==> config.mk <==
export PLATFORM = sky130hd
export DESIGN_NAME = fpu_issue_ctrl
export DESIGN_NICKNAME = d
export VERILOG_FILES = /design/src/rtl/fpu_issue_ctrl.sv
export SDC_FILE = /design/constraint.sdc
export NUM_CORES = 1
export LEC_CHECK = 0
export BUFFER_PORTS_ARGS = -buffer_cell sky130_fd_sc_hd__buf_2
export CAP_MARGIN = 5
export CORE_ASPECT_RATIO = 1.1
export CORE_MARGIN = 1
export CORE_UTILIZATION = 55
export DETAILED_ROUTE_END_ITERATION = 8
export PLACE_DENSITY = 0.78
export SYNTH_ARGS = -nofsm -noshare
export SYNTH_HDL_FRONTEND = slang
export SYNTH_SLANG_ARGS = --single-unit
==> constraint.sdc <==
create_clock -name clk -period 3.3 [get_ports clk]
set_input_delay 0.165 -clock clk [delete_from_list [all_inputs] [get_ports clk]]
set_output_delay 0.165 -clock clk [all_outputs]
set_load 0.05 [all_outputs]
==> src/rtl/fpu_issue_ctrl.sv <==
// Issue/writeback controller for the shared FP add and multiply pipelines.
// Tracks register hazards, FMADD second-phase add slots and the single writeback port.
module fpu_issue_ctrl #(
   parameter int ADD_LAT = 3,
   parameter int MUL_LAT = 3
) (
   input  logic       clk,
   input  logic       rst,
   input  logic       req_valid,
   output logic       req_ready,
   input  logic [1:0] req_op,
   input  logic [4:0] req_rd,
   input  logic [4:0] req_rs1,
   input  logic [4:0] req_rs2,
   input  logic [4:0] req_rs3,
   output logic       add_issue,
   output logic       add_sub,
   output logic       add_src_sel,
   output logic [4:0] add_rs3,
   output logic       mul_issue,
   output logic       wb_valid,
   output logic [4:0] wb_rd,
   output logic       wb_sel,
   output logic       busy
);

   localparam int WB_LEN  = ADD_LAT + MUL_LAT + 1;
   localparam int P2_LEN  = MUL_LAT + 1;
   localparam int FMA_LAT = MUL_LAT + ADD_LAT;

   localparam logic [1:0] OP_FADD  = 2'd0;
   localparam logic [1:0] OP_FMUL  = 2'd1;
   localparam logic [1:0] OP_FMADD = 2'd2;
   localparam logic [1:0] OP_FSUB  = 2'd3;

   logic [31:0]             pending_r;
   logic [31:0]             pending_n_s;
   logic [WB_LEN-1:0]       wb_v_r;
   logic [WB_LEN-1:0]       wb_v_n_s;
   logic [WB_LEN-1:0][4:0]  wb_rd_r;
   logic [WB_LEN-1:0][4:0]  wb_rd_n_s;
   logic [WB_LEN-1:0]       wb_sel_r;
   logic [WB_LEN-1:0]       wb_sel_n_s;
   logic [P2_LEN-1:0]       p2_v_r;
   logic [P2_LEN-1:0]       p2_v_n_s;
   logic [P2_LEN-1:0][4:0]  p2_rs3_r;
   logic [P2_LEN-1:0][4:0]  p2_rs3_n_s;

   logic       is_add_op_s;
   logic       is_mul_op_s;
   logic       is_fma_s;
   logic       slot_busy_s;
   logic       raw_s;
   logic       waw_s;
   logic       port_s;
   logic       accept_s;
   logic       phase2_s;
   logic       wb_now_s;
   logic [31:0] set_mask_s;
   logic [31:0] clr_mask_s;

   // Decode the request and look up the writeback slot at its completion distance
   always_comb begin
      is_add_op_s = 1'b0;
      is_mul_op_s = 1'b0;
      is_fma_s    = 1'b0;
      slot_busy_s = 1'b0;
      case (req_op)
         OP_FADD, OP_FSUB: begin
            is_add_op_s = 1'b1;
            slot_busy_s = wb_v_r[ADD_LAT];
         end
         OP_FMUL: begin
            is_mul_op_s = 1'b1;
            slot_busy_s = wb_v_r[MUL_LAT];
         end
         OP_FMADD: begin
            is_mul_op_s = 1'b1;
            is_fma_s    = 1'b1;
            slot_busy_s = wb_v_r[FMA_LAT];
         end
         default: begin
            is_add_op_s = 1'b0;
            is_mul_op_s = 1'b0;
            is_fma_s    = 1'b0;
            slot_busy_s = 1'b1;
         end
      endcase
   end

   // Hazards use registered state only; a register cleared this cycle is usable next cycle
   always_comb begin
      raw_s     = pending_r[req_rs1] | pending_r[req_rs2] | (is_fma_s & pending_r[req_rs3]);
      waw_s     = pending_r[req_rd];
      port_s    = is_add_op_s & p2_v_r[0];
      req_ready = ~rst & ~raw_s & ~waw_s & ~slot_busy_s & ~port_s;
      accept_s  = req_valid & req_ready;
   end

   // Pipeline steering and writeback outputs; everything is forced low during reset
   always_comb begin
      phase2_s    = ~rst & p2_v_r[0];
      wb_now_s    = ~rst & wb_v_r[0];
      add_issue   = phase2_s | (accept_s & is_add_op_s);
      add_src_sel = phase2_s;
      add_sub     = accept_s & (req_op == OP_FSUB);
      mul_issue   = accept_s & is_mul_op_s;
      wb_valid    = wb_now_s;
      busy        = ~rst & (|pending_r);
      if (phase2_s) begin
         add_rs3 = p2_rs3_r[0];
      end else begin
         add_rs3 = 5'd0;
      end
      if (wb_now_s) begin
         wb_rd  = wb_rd_r[0];
         wb_sel = wb_sel_r[0];
      end else begin
         wb_rd  = 5'd0;
         wb_sel = 1'b0;
      end
   end

   // Reservation schedules advance one slot per cycle; new entries land one below
   // their distance because the shift happens on the same edge
   always_comb begin
      wb_v_n_s   = {1'b0, wb_v_r[WB_LEN-1:1]};
      wb_rd_n_s  = {5'd0, wb_rd_r[WB_LEN-1:1]};
      wb_sel_n_s = {1'b0, wb_sel_r[WB_LEN-1:1]};
      p2_v_n_s   = {1'b0, p2_v_r[P2_LEN-1:1]};
      p2_rs3_n_s = {5'd0, p2_rs3_r[P2_LEN-1:1]};
      if (accept_s) begin
         case (req_op)
            OP_FADD, OP_FSUB: begin
               wb_v_n_s[ADD_LAT-1]   = 1'b1;
               wb_rd_n_s[ADD_LAT-1]  = req_rd;
               wb_sel_n_s[ADD_LAT-1] = 1'b0;
            end
            OP_FMUL: begin
               wb_v_n_s[MUL_LAT-1]   = 1'b1;
               wb_rd_n_s[MUL_LAT-1]  = req_rd;
               wb_sel_n_s[MUL_LAT-1] = 1'b1;
            end
            OP_FMADD: begin
               wb_v_n_s[FMA_LAT-1]   = 1'b1;
               wb_rd_n_s[FMA_LAT-1]  = req_rd;
               wb_sel_n_s[FMA_LAT-1] = 1'b0;
               p2_v_n_s[MUL_LAT-1]   = 1'b1;
               p2_rs3_n_s[MUL_LAT-1] = req_rs3;
            end
            default: begin
               wb_v_n_s = {1'b0, wb_v_r[WB_LEN-1:1]};
            end
         endcase
      end else begin
         p2_v_n_s = {1'b0, p2_v_r[P2_LEN-1:1]};
      end
   end

   // Scoreboard: accept can never target the register being written back (WAW stall),
   // so set and clear always touch different bits
   always_comb begin
      if (wb_v_r[0]) begin
         clr_mask_s = 32'd1 << wb_rd_r[0];
      end else begin
         clr_mask_s = 32'd0;
      end
      if (accept_s) begin
         set_mask_s = 32'd1 << req_rd;
      end else begin
         set_mask_s = 32'd0;
      end
      pending_n_s = (pending_r & ~clr_mask_s) | set_mask_s;
   end

   // State registers; reset discards everything still in flight
   always_ff @(posedge clk) begin
      if (rst) begin
         pending_r <= 32'd0;
         wb_v_r    <= '0;
         wb_rd_r   <= '0;
         wb_sel_r  <= '0;
         p2_v_r    <= '0;
         p2_rs3_r  <= '0;
      end else begin
         pending_r <= pending_n_s;
         wb_v_r    <= wb_v_n_s;
         wb_rd_r   <= wb_rd_n_s;
         wb_sel_r  <= wb_sel_n_s;
         p2_v_r    <= p2_v_n_s;
         p2_rs3_r  <= p2_rs3_n_s;
      end
   end

endmodule

==> impl_metrics.py <==
metrics = {
    "sta": {
        "rsz0062_at_grt": "no",
        "relSlewSlack_pct": 63.6,
        "skew_ns": 0.0112,
        "clock.fmax_mhz": 316,
        "period_minus_slack_ns": 3.16,
        "worst_pin_slew_ns": 0.545,
        "report.final.slew_viol_count": 0,
        "finalHoldViolCount": 0,
        "fin_crit_sh_pct": 95.9,
        "setup_viol": 0,
        "finalSetupTns_ns": 0,
    },
    "power": {
        "p_clk_share_pct": 37.7,
        "swShare_pct": 27.0,
        "powerDensity_nw_per_um2": 423,
        "cellLeakagePower_nw": 1.89,
        "p_sw_mw": 0.552,
        "peakVddDrop_mv": 0.321,
        "p_int_mw": 1.49,
        "combPwrFrac_pct": 10.7,
        "pwr-share-seq_pct": 51.6,
    },
    "logic_synthesis": {
        "synth_nets": 494,
        "yosys_warnings": 0,
        "synth_flop_cell": "dfxtp_1",
        "avgSynthCellArea_um2": 9.36,
        "netlist_area_um2": 4350,
        "syn_inst": 465,
        "async_flop_share_pct": 0,
        "ys_types": 40,
        "yosysSeqAreaShare_pct": 39.6,
        "synth_edf_count": 0,
        "synth-seq-cells": 86,
    },
    "routing": {
        "ant_nets": 0,
        "drc": 0,
        "vias_per_cell": 6.33,
        "wl_met1_mm": 4.84,
        "drt_iter0_drc": 535,
        "num_vias": 3839,
        "dr.pass1.iters": 6,
        "wl_met2_mm": 5.45,
        "met3WireLength_mm": 1.12,
        "detail_route.wl_per_cell_um": 19.4,
        "wl_mm": 11.8,
        "dr.max_layer_used": "met4",
    },
    "finish": {
        "final_cell_mix": "86 x dfxtp_1, 47 x nand2_1, 44 x nor2b_1",
        "seq_area_um2": 1720,
        "antennaDiodeCount": 0,
        "area_growth_pct": 11.2,
        "multi_input_area_um2": 2440,
        "fillCellCount": 632,
        "design_area_um2": 4840,
        "fin_nets": 525,
        "layout_commonest_cell": "dfxtp_1",
        "layout-drive-gt1-share_pct": 18.4,
    },
    "worst_setup_path": {
        "cp.required_ns": 3.13,
        "setup.worst_path.end_class": "output pin",
        "arrival_ns": 3.00,
        "start_kind": "flop",
        "path_class": "reg -> out",
        "cp_max_fo": 17,
    },
    "global_routing": {
        "grt_pass1_vias": 3661,
        "grt_max_degree": 41,
        "antenna_found_initial": 0,
        "grt_pass1_wl_mm": 19.0,
        "grtUsageTotal_pct": 30.8,
        "grt-ovfl-total": 0,
    },
    "placed_design": {
        "postPlaceCellArea_um2": 4630,
        "port_buffers": 42,
        "gp_congestion": 0.929,
        "dp_hpwl_mm": 8.51,
    },
    "clocking": {
        "hold_buffers": 0,
        "clk_pin_slew_ns": 0.09,
        "cts_tree": "done",
        "numCtsBuffers": 9,
        "clk_latency_ns": 0.36,
        "post_cts_buffers": 0,
        "cts_sinks": 86,
        "cts.htree.levels": 3,
        "cts_root_buf": "clkbuf_8",
        "cts_buffer_depth": 2,
        "post_cts_resized": 0,
    },
    "die": {
        "dieArea_um2": 8270,
        "core_um2": 7560,
        "ios": 43,
        "rows": 33,
        "fp.dieW_um": 86.8,
        "die_h_um": 95.3,
        "start_util_pct": 57.6,
    },
    "worst_hold_path": {
        "min_path_type": "in -> reg",
    },
    "outcome": {
        "status": "finished clean",
    },
    "flow_run": {
        "maxCapViolations": 0,
    },
}
==> Yosys cell counts (all sizes together) (3+ instances only) <==
library cell	count	share of area (%)
dfxtp	86	40
nand2	47	4.1
nor2b	44	6.3
mux2i	36	8.3
o31ai	33	5.7
nand3	30	3.5
clkbuf	23	2.0
nor2	19	1.6
inv	16	1.4
mux4	16	8.3
o211ai	13	2.2
and2	12	1.7
nor3	11	1.3
nand2b	9	1.5
o311ai	9	1.8
buf	8	1.1
nand4	8	1.2
nor4	8	1.2
a21oi	5	0.57
a22oi	5	0.86
ha	4	1.2
mux2	3	0.78
==> power by group through the flow <==
| stage | sequential [mW] | clock [mW] | combinational [mW] |
|---|---|---|---|
| global placement | 1.08 | 0 | 0.214 |
| finish | 1.06 | 0.772 | 0.220 |
| CTS | 1.06 | 0.772 | 0.218 |
| global route | 1.06 | 0.813 | 0.238 |
| detailed placement | 1.08 | 0 | 0.216 |
| floorplan | 1.08 | 0 | 0.163 |
==> critical path: stages, from the launching register on <==
cell and delay [ns]:
dfxtp_1 0.38, mux4_2 0.48, mux2_2 0.28, o211a_1 0.21
or4_4 0.58, nand2b_4 0.25, o21bai_1 0.17, buf_2 0.27
==> sequential cells by signal, indices dropped and copies added (netlist names) <==
| register | flops |
|---|---|
| p2_rs3_n_s | 10 |
| p2_rs3_r | 5 |
| p2_v_r | 1 |
| pending_r | 32 |
| wb_rd_n_s | 20 |
| wb_rd_r | 10 |
| wb_sel_r | 3 |
| wb_v_r | 5 |
==> cell type report <==
class / instances / area share (%)
clock buffers: 10 / 2.85
clock inverters: 6 / 1.42
inverters: 17 / 1.32
multi-input cells: 331 / 50.4
flip-flops and latches: 86 / 35.6
well taps: 105 / 2.72
repair buffers: 51 / 5.74
==> stage by stage <==
step                hold WS [ns]  power, mW  instances  utilization, %  setup WS (ns)
CTS                        0.139       2.04        606            64.0          0.130
global placement           0.415       1.29        590            61.3          0.392
finish                     0.150       2.05        606            64.0          0.136
global route               0.142       2.11        606            64.0         0.0288
floorplan                  0.316       1.24        465               -         0.0371
detailed placement         0.422       1.30        590            61.3          0.365
==> kinds of logic after synthesis <==
group / Yosys count / share of synthesized area [%]
AOI/OAI and AO/OA: 77 / 13.5
muxes: 55 / 17.3
adders and majority gates: 4 / 1.15
buffers and inverters: 48 / 4.57
and+or+nand+nor: 195 / 23.8
DFF: 86 / 39.6
==> worst paths after layout <==
kind	endpoint	slack, ns	depth (start not counted)	from
max	add_issue	0.14	7	pending_r[23]$_SDFF_PP0_
min	p2_rs3_n_s[9]$_SDFF_PP0_	0.15	3	req_rs3[4]
max reg2reg	pending_r[2]$_SDFF_PP0_	0.44	7	pending_r[23]$_SDFF_PP0_
min reg2reg	p2_rs3_r[0]$_SDFF_PP0_	0.43	1	p2_rs3_n_s[0]$_SDFF_PP0_
==> per-layer routing <==
metal,GRT usage (%),up-vias
met4,15.1,0
met2,47.6,232
li1,-,1765
met1,41.7,1802
met5,0,-
met3,5.11,40
Note: power is estimated with default switching activity, not from simulation.
